<file path="src/rtl/uart_pkg.sv">
// Shared UART definitions: FSM state encoding and frame-length constants.
// Used by both the transmitter and the receiver.
package uart_pkg;

   typedef enum logic [2:0] {
      IDLE   = 3'b000,
      START  = 3'b001,
      DATA   = 3'b010,
      PARITY = 3'b011,
      STOP   = 3'b100
   } uart_state_t;

   localparam int DATA_BITS  = 8;
   localparam int FRAME_BITS = 1 + DATA_BITS + 1 + 1;

   function automatic logic exp_parity(
      input logic [DATA_BITS-1:0] d,
      input logic                 odd
   );
      return odd ? ~^d : ^d;
   endfunction

endpackage

</file>
<file path="src/rtl/uart_rx_if.sv">
// Receiver result bundle: received byte, completion pulse, status flags.
// The receiver drives it through the master modport.
interface uart_rx_if;
   import uart_pkg::*;

   logic [DATA_BITS-1:0] rx_data;
   logic                 rx_valid;
   logic                 parity_err;
   logic                 frame_err;
   logic                 rx_busy;

   modport master (
      output rx_data,
      output rx_valid,
      output parity_err,
      output frame_err,
      output rx_busy
   );

   modport slave (
      input rx_data,
      input rx_valid,
      input parity_err,
      input frame_err,
      input rx_busy
   );

endinterface

</file>
<file path="src/rtl/uart_sync2.sv">
// Two-flop synchronizer for the asynchronous serial line.
// Both flops reset high so an idle line is never seen as a start bit.
module uart_sync2 (
   input  logic clk,
   input  logic rstn,
   input  logic d,
   output logic q
);

   logic q1;

   always_ff @(posedge clk) begin
      if (!rstn) begin
         q1 <= 1'b1;
         q  <= 1'b1;
      end else begin
         q1 <= d;
         q  <= q1;
      end
   end

endmodule

</file>
<file path="src/rtl/uart_rx.sv">
// UART receiver: 8 data bits LSB first, one parity bit, one stop bit.
// Bits are sampled mid-cell; the frame is reported at the stop-bit middle.
module uart_rx
   import uart_pkg::*;
#(
   parameter int CLK_FREQ  = 50_000_000,
   parameter int BAUD_RATE = 9600
) (
   input  logic      clk,
   input  logic      rstn,
   input  logic      rx_line,
   input  logic      parity_mode,
   uart_rx_if.master bus
);

   localparam int BIT_CYC  = CLK_FREQ / BAUD_RATE;
   localparam int HALF_CYC = BIT_CYC / 2;
   localparam int CW       = $clog2(BIT_CYC);

   localparam logic [CW-1:0] BIT_LAST  = CW'(BIT_CYC - 1);
   localparam logic [CW-1:0] HALF_LAST = CW'(HALF_CYC - 1);

   uart_state_t          state, state_n;
   logic [CW-1:0]        cnt, cnt_n;
   logic [2:0]           idx, idx_n;
   logic [DATA_BITS-1:0] sh, sh_n;
   logic                 pend, pend_n;
   logic                 armed, armed_n;
   logic [DATA_BITS-1:0] data_q, data_n;
   logic                 valid_q, valid_n;
   logic                 perr_q, perr_n;
   logic                 ferr_q, ferr_n;
   logic                 rx_s;
   logic                 bit_end;

   uart_sync2 u_sync (
      .clk  (clk),
      .rstn (rstn),
      .d    (rx_line),
      .q    (rx_s)
   );

   assign bit_end = (cnt == BIT_LAST);

   always_comb begin
      state_n = state;
      cnt_n   = cnt;
      idx_n   = idx;
      sh_n    = sh;
      pend_n  = pend;
      armed_n = armed;
      data_n  = data_q;
      valid_n = 1'b0;
      perr_n  = perr_q;
      ferr_n  = ferr_q;
      unique case (state)
         IDLE: begin
            cnt_n = '0;
            if (rx_s)
               armed_n = 1'b1;
            else if (armed)
               state_n = START;
         end
         START: begin
            if (cnt == HALF_LAST) begin
               cnt_n   = '0;
               idx_n   = '0;
               state_n = rx_s ? IDLE : DATA;
            end else begin
               cnt_n = cnt + 1'b1;
            end
         end
         DATA: begin
            if (bit_end) begin
               sh_n[idx] = rx_s;
               cnt_n     = '0;
               idx_n     = idx + 3'd1;
               if (idx == 3'd7)
                  state_n = PARITY;
            end else begin
               cnt_n = cnt + 1'b1;
            end
         end
         PARITY: begin
            if (bit_end) begin
               pend_n  = rx_s != exp_parity(sh, parity_mode);
               cnt_n   = '0;
               state_n = STOP;
            end else begin
               cnt_n = cnt + 1'b1;
            end
         end
         STOP: begin
            // leave at mid-stop so a following start edge is not missed
            if (bit_end) begin
               cnt_n   = '0;
               state_n = IDLE;
               armed_n = rx_s;
               valid_n = 1'b1;
               data_n  = sh;
               perr_n  = pend;
               ferr_n  = ~rx_s;
            end else begin
               cnt_n = cnt + 1'b1;
            end
         end
         default: state_n = IDLE;
      endcase
   end

   always_ff @(posedge clk) begin
      if (!rstn) begin
         state   <= IDLE;
         cnt     <= '0;
         idx     <= '0;
         sh      <= '0;
         pend    <= 1'b0;
         armed   <= 1'b1;
         data_q  <= '0;
         valid_q <= 1'b0;
         perr_q  <= 1'b0;
         ferr_q  <= 1'b0;
      end else begin
         state   <= state_n;
         cnt     <= cnt_n;
         idx     <= idx_n;
         sh      <= sh_n;
         pend    <= pend_n;
         armed   <= armed_n;
         data_q  <= data_n;
         valid_q <= valid_n;
         perr_q  <= perr_n;
         ferr_q  <= ferr_n;
      end
   end

   assign bus.rx_data    = data_q;
   assign bus.rx_valid   = valid_q;
   assign bus.parity_err = perr_q;
   assign bus.frame_err  = ferr_q;
   assign bus.rx_busy    = (state != IDLE);

endmodule
</file>
<file path="src/flat_wrapper.sv">
// flat-port wrapper written by rule: the top's interface ports become plain ports
module uart_rx_flat import uart_pkg::*;
#(
   parameter int CLK_FREQ  = 50_000_000,
   parameter int BAUD_RATE = 9600
)
  (clk, rstn, rx_line, parity_mode, bus_rx_data, bus_rx_valid, bus_parity_err, bus_frame_err, bus_rx_busy);
  uart_rx_if bus_i ();
  input  logic clk;
  input  logic rstn;
  input  logic rx_line;
  input  logic parity_mode;
  output wire logic [$bits(bus_i.rx_data)-1:0] bus_rx_data;
  output wire logic [$bits(bus_i.rx_valid)-1:0] bus_rx_valid;
  output wire logic [$bits(bus_i.parity_err)-1:0] bus_parity_err;
  output wire logic [$bits(bus_i.frame_err)-1:0] bus_frame_err;
  output wire logic [$bits(bus_i.rx_busy)-1:0] bus_rx_busy;
  assign bus_rx_data = bus_i.rx_data;
  assign bus_rx_valid = bus_i.rx_valid;
  assign bus_parity_err = bus_i.parity_err;
  assign bus_frame_err = bus_i.frame_err;
  assign bus_rx_busy = bus_i.rx_busy;
  uart_rx #(.CLK_FREQ(CLK_FREQ), .BAUD_RATE(BAUD_RATE)) u_core (.clk(clk), .rstn(rstn), .rx_line(rx_line), .parity_mode(parity_mode), .bus(bus_i));
endmodule
</file>
<file path="config.mk">
export PLATFORM = sky130hd
export DESIGN_NAME = uart_rx_flat
export DESIGN_NICKNAME = d
export VERILOG_FILES = /design/src/rtl/uart_pkg.sv /design/src/rtl/uart_rx_if.sv /design/src/rtl/uart_sync2.sv /design/src/rtl/uart_rx.sv /design/src/flat_wrapper.sv
export SDC_FILE = /design/constraint.sdc
export NUM_CORES = 1
export LEC_CHECK = 0
export ABC_AREA = 1
export BUFFER_PORTS_ARGS = -buffer_cell sky130_fd_sc_hd__buf_2
export CAP_MARGIN = 15
export CORE_ASPECT_RATIO = 1.5
export CORE_MARGIN = 2
export CORE_UTILIZATION = 38
export DETAILED_ROUTE_END_ITERATION = 10
export GPL_ROUTABILITY_DRIVEN = 1
export PLACE_DENSITY = 0.51
export SLEW_MARGIN = 10
export SYNTH_ARGS = -nofsm -noshare
export SYNTH_HDL_FRONTEND = slang
export SYNTH_HIERARCHICAL = 1
export SYNTH_SLANG_ARGS = --single-unit
</file>
<file path="constraint.sdc">
create_clock -name clk -period 2.2 [get_ports clk]
set_clock_uncertainty 0.15 [all_clocks]
set_input_delay 0 -clock clk [delete_from_list [all_inputs] [get_ports clk]]
set_output_delay 0 -clock clk [all_outputs]
set_load 0.005 [all_outputs]
</file>
## After elaboration in Yosys (flattened, before gate mapping)

Index checks and enable logic that the tools add are counted.

| storage, ports and cells | value |
|---|---|
| register bits | 42 |
| input bits | 4 |
| output and inout bits | 12 |
| logic and storage cells | 72 |

| cells by class | value |
|---|---|
| add/sub/neg operators | 2 |
| order comparisons | 2 |
| eq/ne operators | 16 |
| muxes and demuxes | 23 |
| bitwise gates (word level) | 1 |
| reduce and logical (&&, ||, !) cells | 16 |

Operator list:

| operator | count |
|---|---|
| one-hot mux 13 bit (3 select lines) | 1 |
| two-way mux 3 bit | 9 |
| two-way mux 13 bit | 2 |
| one-hot mux 3 bit (5 select lines) | 1 |
| adder 13 x 1 -> 13 bit, second input constant | 1 |
| equality test 13 x 12 -> 1 bit, second input constant | 1 |
| equality test 13 bit, second input constant | 1 |
| inequality test 2 x 1 -> 1 bit, second input constant | 6 |
| bitwise mux 8 bit | 1 |
| AND reduction 2 bit | 4 |
| XNOR reduction 8 bit | 1 |
| XOR reduction 8 bit | 1 |
| AND reduction 7 bit | 1 |
| equality test 3 x 2 -> 1 bit, second input constant | 2 |
| equality test 3 bit, second input constant | 2 |
| one-hot mux 3 bit (2 select lines) | 1 |
| AND reduction 3 bit | 2 |
| nonzero test 3 bit | 2 |
| two-way mux 1 bit | 5 |
| < comparator 3 x 4 -> 1 bit, second input constant | 1 |
| inequality test 2 bit, second input constant | 2 |
| nonzero test 2 bit | 2 |
| adder 3 x 1 -> 3 bit, second input constant | 1 |
| demux 1 bit (select 3 bit) | 1 |
| other kinds (9) | 9 |

## Depth between registers and ports, before layout

| logic depth | value |
|---|---|
| depth after elaboration | 5 |
| gate-level depth with buffers | 11 |
| gate-level depth less buffers | 11 |

## By module

Netlist, hierarchy kept.

By module, submodules not included:

| module | times used | cells each | area an instance (um2) | sequential area each (um2) |
|---|---|---|---|---|
| uart_rx | 1 | 353 | 2258.4 | 800.8 |
| uart_sync2 | 1 | 6 | 55.1 | 40.0 |

## Worst setup path before layout

OpenSTA, ideal clock, no wires.

| timing | value |
|---|---|
| path kind | register -> register |
| start point | reg u_core.cnt[0] |
| end point | reg u_core.perr_q, in the netlist u_core/bus.parity_err |
| library setup time | 0.064 ns |
| arrival | 1.394 ns |
| data required time | 1.986 ns |
| setup slack | 0.591 ns |
| cell stages (with the launch flop) | 9 |
| path buffers | 1 |
| clock period less this slack | 1.609 ns |
| cell sequence | dfxtp_1 > ha_1 > nand2_1 > nor2_1 > nand3_1 > nor2_4 > buf_4 > o21ai_1 > nor2_1 |

| between the ends | value |
|---|---|
| cells in the longest elaborated chain, start to end | 2 |

RTL lines:

| element | RTL line | source |
|---|---|---|
| from (decl) | uart_rx.sv:24 | `logic [CW-1:0] cnt, cnt_n;` |
| from (signal assigned) | uart_rx.sv:125 | `cnt <= cnt_n;` |
| equality test 13 bit | uart_rx.sv:43 | `assign bit_end = (cnt == BIT_LAST);` |
| AND reduction 2 bit (no source line) | - |  |
| to (signal assigned) | uart_rx.sv:132 | `perr_q <= perr_n;` |
| to (decl) | uart_rx.sv:31 | `logic perr_q, perr_n;` |

Every way passes these cells.
A chain may end at the register's enable or synchronous reset.

## Worst setup path after layout

| timing | value |
|---|---|
| start point | reg u_core.cnt[0] |
| end point | reg u_core.armed |

| between the ends | value |
|---|---|
| cells in the longest elaborated chain, start to end | 3 |

RTL lines:

| element | RTL line | source |
|---|---|---|
| equality test 13 bit | uart_rx.sv:43 |  |
| inequality test 2 x 1 -> 1 bit (no source line) | - |  |
| AND reduction 3 bit (no source line) | - |  |
| to (signal assigned) | uart_rx.sv:129 | `armed <= armed_n;` |
| to (decl) | uart_rx.sv:28 | `logic armed, armed_n;` |

Every way passes these cells.

==> run summary <==
Clock tree root buffer cell = clkbuf_8
DP HPWL = 4466 um
Nets = 387
Minimum clock period = 1.933 ns
Cells after Synth = 359
Clock power frac = 46.0%
Peak supply drop = 0.4012 mV
DR iter-0 viols = 94
Switching share of power = 21.94%
Worst skew pair latency = 0.30 ns
Setup slack, reg-to-reg = 0.27 ns
Final setup viols = 0
Worst reg2reg path depth = 8
Hold_sp = parity_mode
Io pins = 16
Reg area = 840.8 sq um
Clock sink count = 42
Residual DRC = 0
Seq cells post-synth = 42
Crit path capture type = flip-flop
Vias per cell = 4.885
Netlist cell types = 30
Cell Pwr Density = 631.0 nW/um^2
TritonCTS clock tree = yes
Max Cap Viol = 0
Core Box Area = 5828 sq um
Area of the multi-input gates = 1246 sq um
RSZ-0062 raised after global routing = no
Vias in the first global route = 2058
Worst-path fanout max = 18
Initial Utilization = 39.70%
Global placer's final weighted congestion = 0.8728
DIE AREA = 6741 sq um
Number of nets with antenna violations after routing = 0
Syn_nets = 367
Syn_area_per_cell = 6.444 sq um
Reg2Reg Launch Point = u_core/cnt[0]
Initial antenna violation count = 0
Startpoint Class = flip-flop
CP most frequent cell = nand2_1
Vias = 2208
CP cell instances = ha_1 -> nand2_1 -> nor2_1 -> nand3_1 -> nor2_4 -> inv_2 -> nand2_1 -> o2111ai_1
Final hold violations = 0
Outcome = complete, no violations
Syn. warnings = 6
Critical Path RT = 2.22 ns
Clock buffer depth = 2
Post-route insts no fill = 452
Mapped cell area = 2313 sq um
Critical path type = reg2reg
Relative slew slack = 60.19%
GRT Total Usage = 18.93%
Largest net degree at the start of global routing = 22
Grt ovf = 0
Avg WL per Cell = 12.96 um
Synth-to-layout area growth = 13.09%
Pre-Repair DR Iteration Count = 4
TritonCTS Buffers = 5
Final Cycle Share = 87.84%
Worst Max-Slew Pin Slew = 0.5965 ns
P_int = 1289 uW
Sequential power share = 47.3%
Sw power = 362.2 uW
Setup TNS = 0 ns
Logic pwr share = 6.7%
Pins Over Slew Limit = 0
Reg-to-reg endpoint = u_core/armed
ANT cells = 0
Layout cells sized above 1 = 13.42%
H-tree levels = 2
Lkg Pwr = 0.001126 uW
Fill count = 629
Crit path DAT = 1.96 ns
Wirelength, routed = 5856 um
Hold path endpoint = u_core/pend
Die span in x = 67.71 um
Number of core rows = 34
Clock transition at the registers of the reported paths = 0.08 ns
HP Class = in2reg
First-pass GRT wire length = 9563 um
WHS Path Cells = 8
Placed Cells = 441
Commonest non-fill, non-tap cell in the layout = nand2_1
Fmax = 517.4 MHz
Final Total Pwr = 1651 uW
Post-CTS setup buffers = 0
Die Y = 99.56 um
Delay of the slowest critical-path stage = 0.40 ns
Register area share after synthesis = 36.34%
Fin util = 44.89%
Most frequent cells in the layout = 105 x nand2_1, 45 x nor2_1, 42 x dfxtp_1
Slowest CP cell = dfxtp_1
I/O Buffers = 15
[power groups by stage]
stage | registers [uW] | logic [uW] | clock network [uW]
after floorplan | 797 | 74.4 | 0
after global placement | 799 | 108 | 0
after detailed placement | 799 | 108 | 0
after CTS | 781 | 113 | 783
after global routing | 785 | 124 | 810
final | 782 | 110 | 759
[worst max-delay path: cells and delay by family (launching register included)]
family	cells	cell delay, ns
fa+ha+maj	1	0.23
flops	1	0.40
simple gates	5	0.84
compound gates	1	0.08
buf+inv	1	0.11
[cells in the mapped netlist, drive strengths merged]
master / number / area [sq um]
nor3: 10 / 50.05
o211a: 1 / 10.01
clkinv: 1 / 3.750
xor2: 3 / 26.28
xnor2: 1 / 8.760
o2111ai: 1 / 8.760
o21ai: 15 / 78.82
inv: 46 / 172.7
ha: 4 / 50.05
nand3: 31 / 165.2
or2: 1 / 6.260
dlygate4sd1: 1 / 8.760
nand4: 5 / 31.28
clkbuf: 2 / 7.510
nand2: 107 / 406.6
o21a: 1 / 7.510
dfxtp: 42 / 840.8
nand3b: 1 / 7.510
a21oi: 27 / 135.1
nor2: 53 / 239.0
o211ai: 2 / 15.01
buf: 4 / 33.78
[state kept, by name, indices dropped and copies added (netlist names)]
name	count
u_core/armed	1
u_core/bus.frame_err	1
u_core/bus.parity_err	1
u_core/bus.rx_data	8
u_core/bus.rx_valid	1
u_core/cnt	13
u_core/idx	3
u_core/pend	1
u_core/sh	8
u_core/state	3
u_core/u_sync/q	1
u_core/u_sync/q1	1
[layout make-up]
class / count / area share (%)
Sequential cell: 42 / 32.14
Clock buffer: 6 / 3.156
Clock inverter: 2 / 2.296
Tap cell: 72 / 3.443
Inverter: 47 / 6.743
Multi-Input combinational cell: 263 / 47.63
Timing Repair Buffer: 20 / 4.591
[metal layers]
layer | up-vias | GRT usage [%] | part of all wire [%]
met2 | 23 | 34.99 | 54
met5 | - | 0 | 0
met3 | 13 | 2.602 | 1.9
met4 | 0 | 8.477 | 2.6
met1 | 996 | 20.39 | 42
li1 | 1176 | - | -
[kinds of logic after synthesis]
kind of cell / count (synthesis) / synth area share [%]
simple gates: 208 / 39.16
buf+inv: 54 / 9.789
flops: 42 / 36.34
compound gates: 47 / 11.03
xor+xnor: 4 / 1.515
fa+ha+maj: 4 / 2.163
[how the worst max path moves through the flow]
stage	startpoint	slack (ns)	endpoint
floorplan	u_core/cnt[0]	0.59	u_core/bus.parity_err
global placement	u_core/cnt[0]	0.32	u_core/armed
detailed placement	u_core/cnt[0]	0.28	u_core/armed
CTS	u_core/cnt[0]	0.26	u_core/armed
global route	u_core/cnt[0]	0.07	u_core/bus.rx_data[0]
finish	u_core/cnt[0]	0.27	u_core/armed
[repair_timing]
| action | 4_1_cts | 5_1_grt |
|---|---|---|
| endpoints found under the setup margin | 0 | 0 |
| hold buffers | 3 | 0 |
| endpoints found under the hold margin | 2 | 0 |
| resized for setup | 0 | 0 |
[metrics by stage]
stage / hold slack (ns) / cell area, sq um / setup WS [ns]
2_1_floorplan: -0.08135 / 2313 / 0.5914
3_3_place_gp: 0.02879 / 2444 / 0.3166
3_5_place_dp: 0.03135 / 2444 / 0.2780
4_1_cts: 0.02171 / 2616 / 0.2625
5_1_grt: 0.09987 / 2616 / 0.06686
6_report: 0.02174 / 2616 / 0.2674
(Power assumes the default switching activity.)
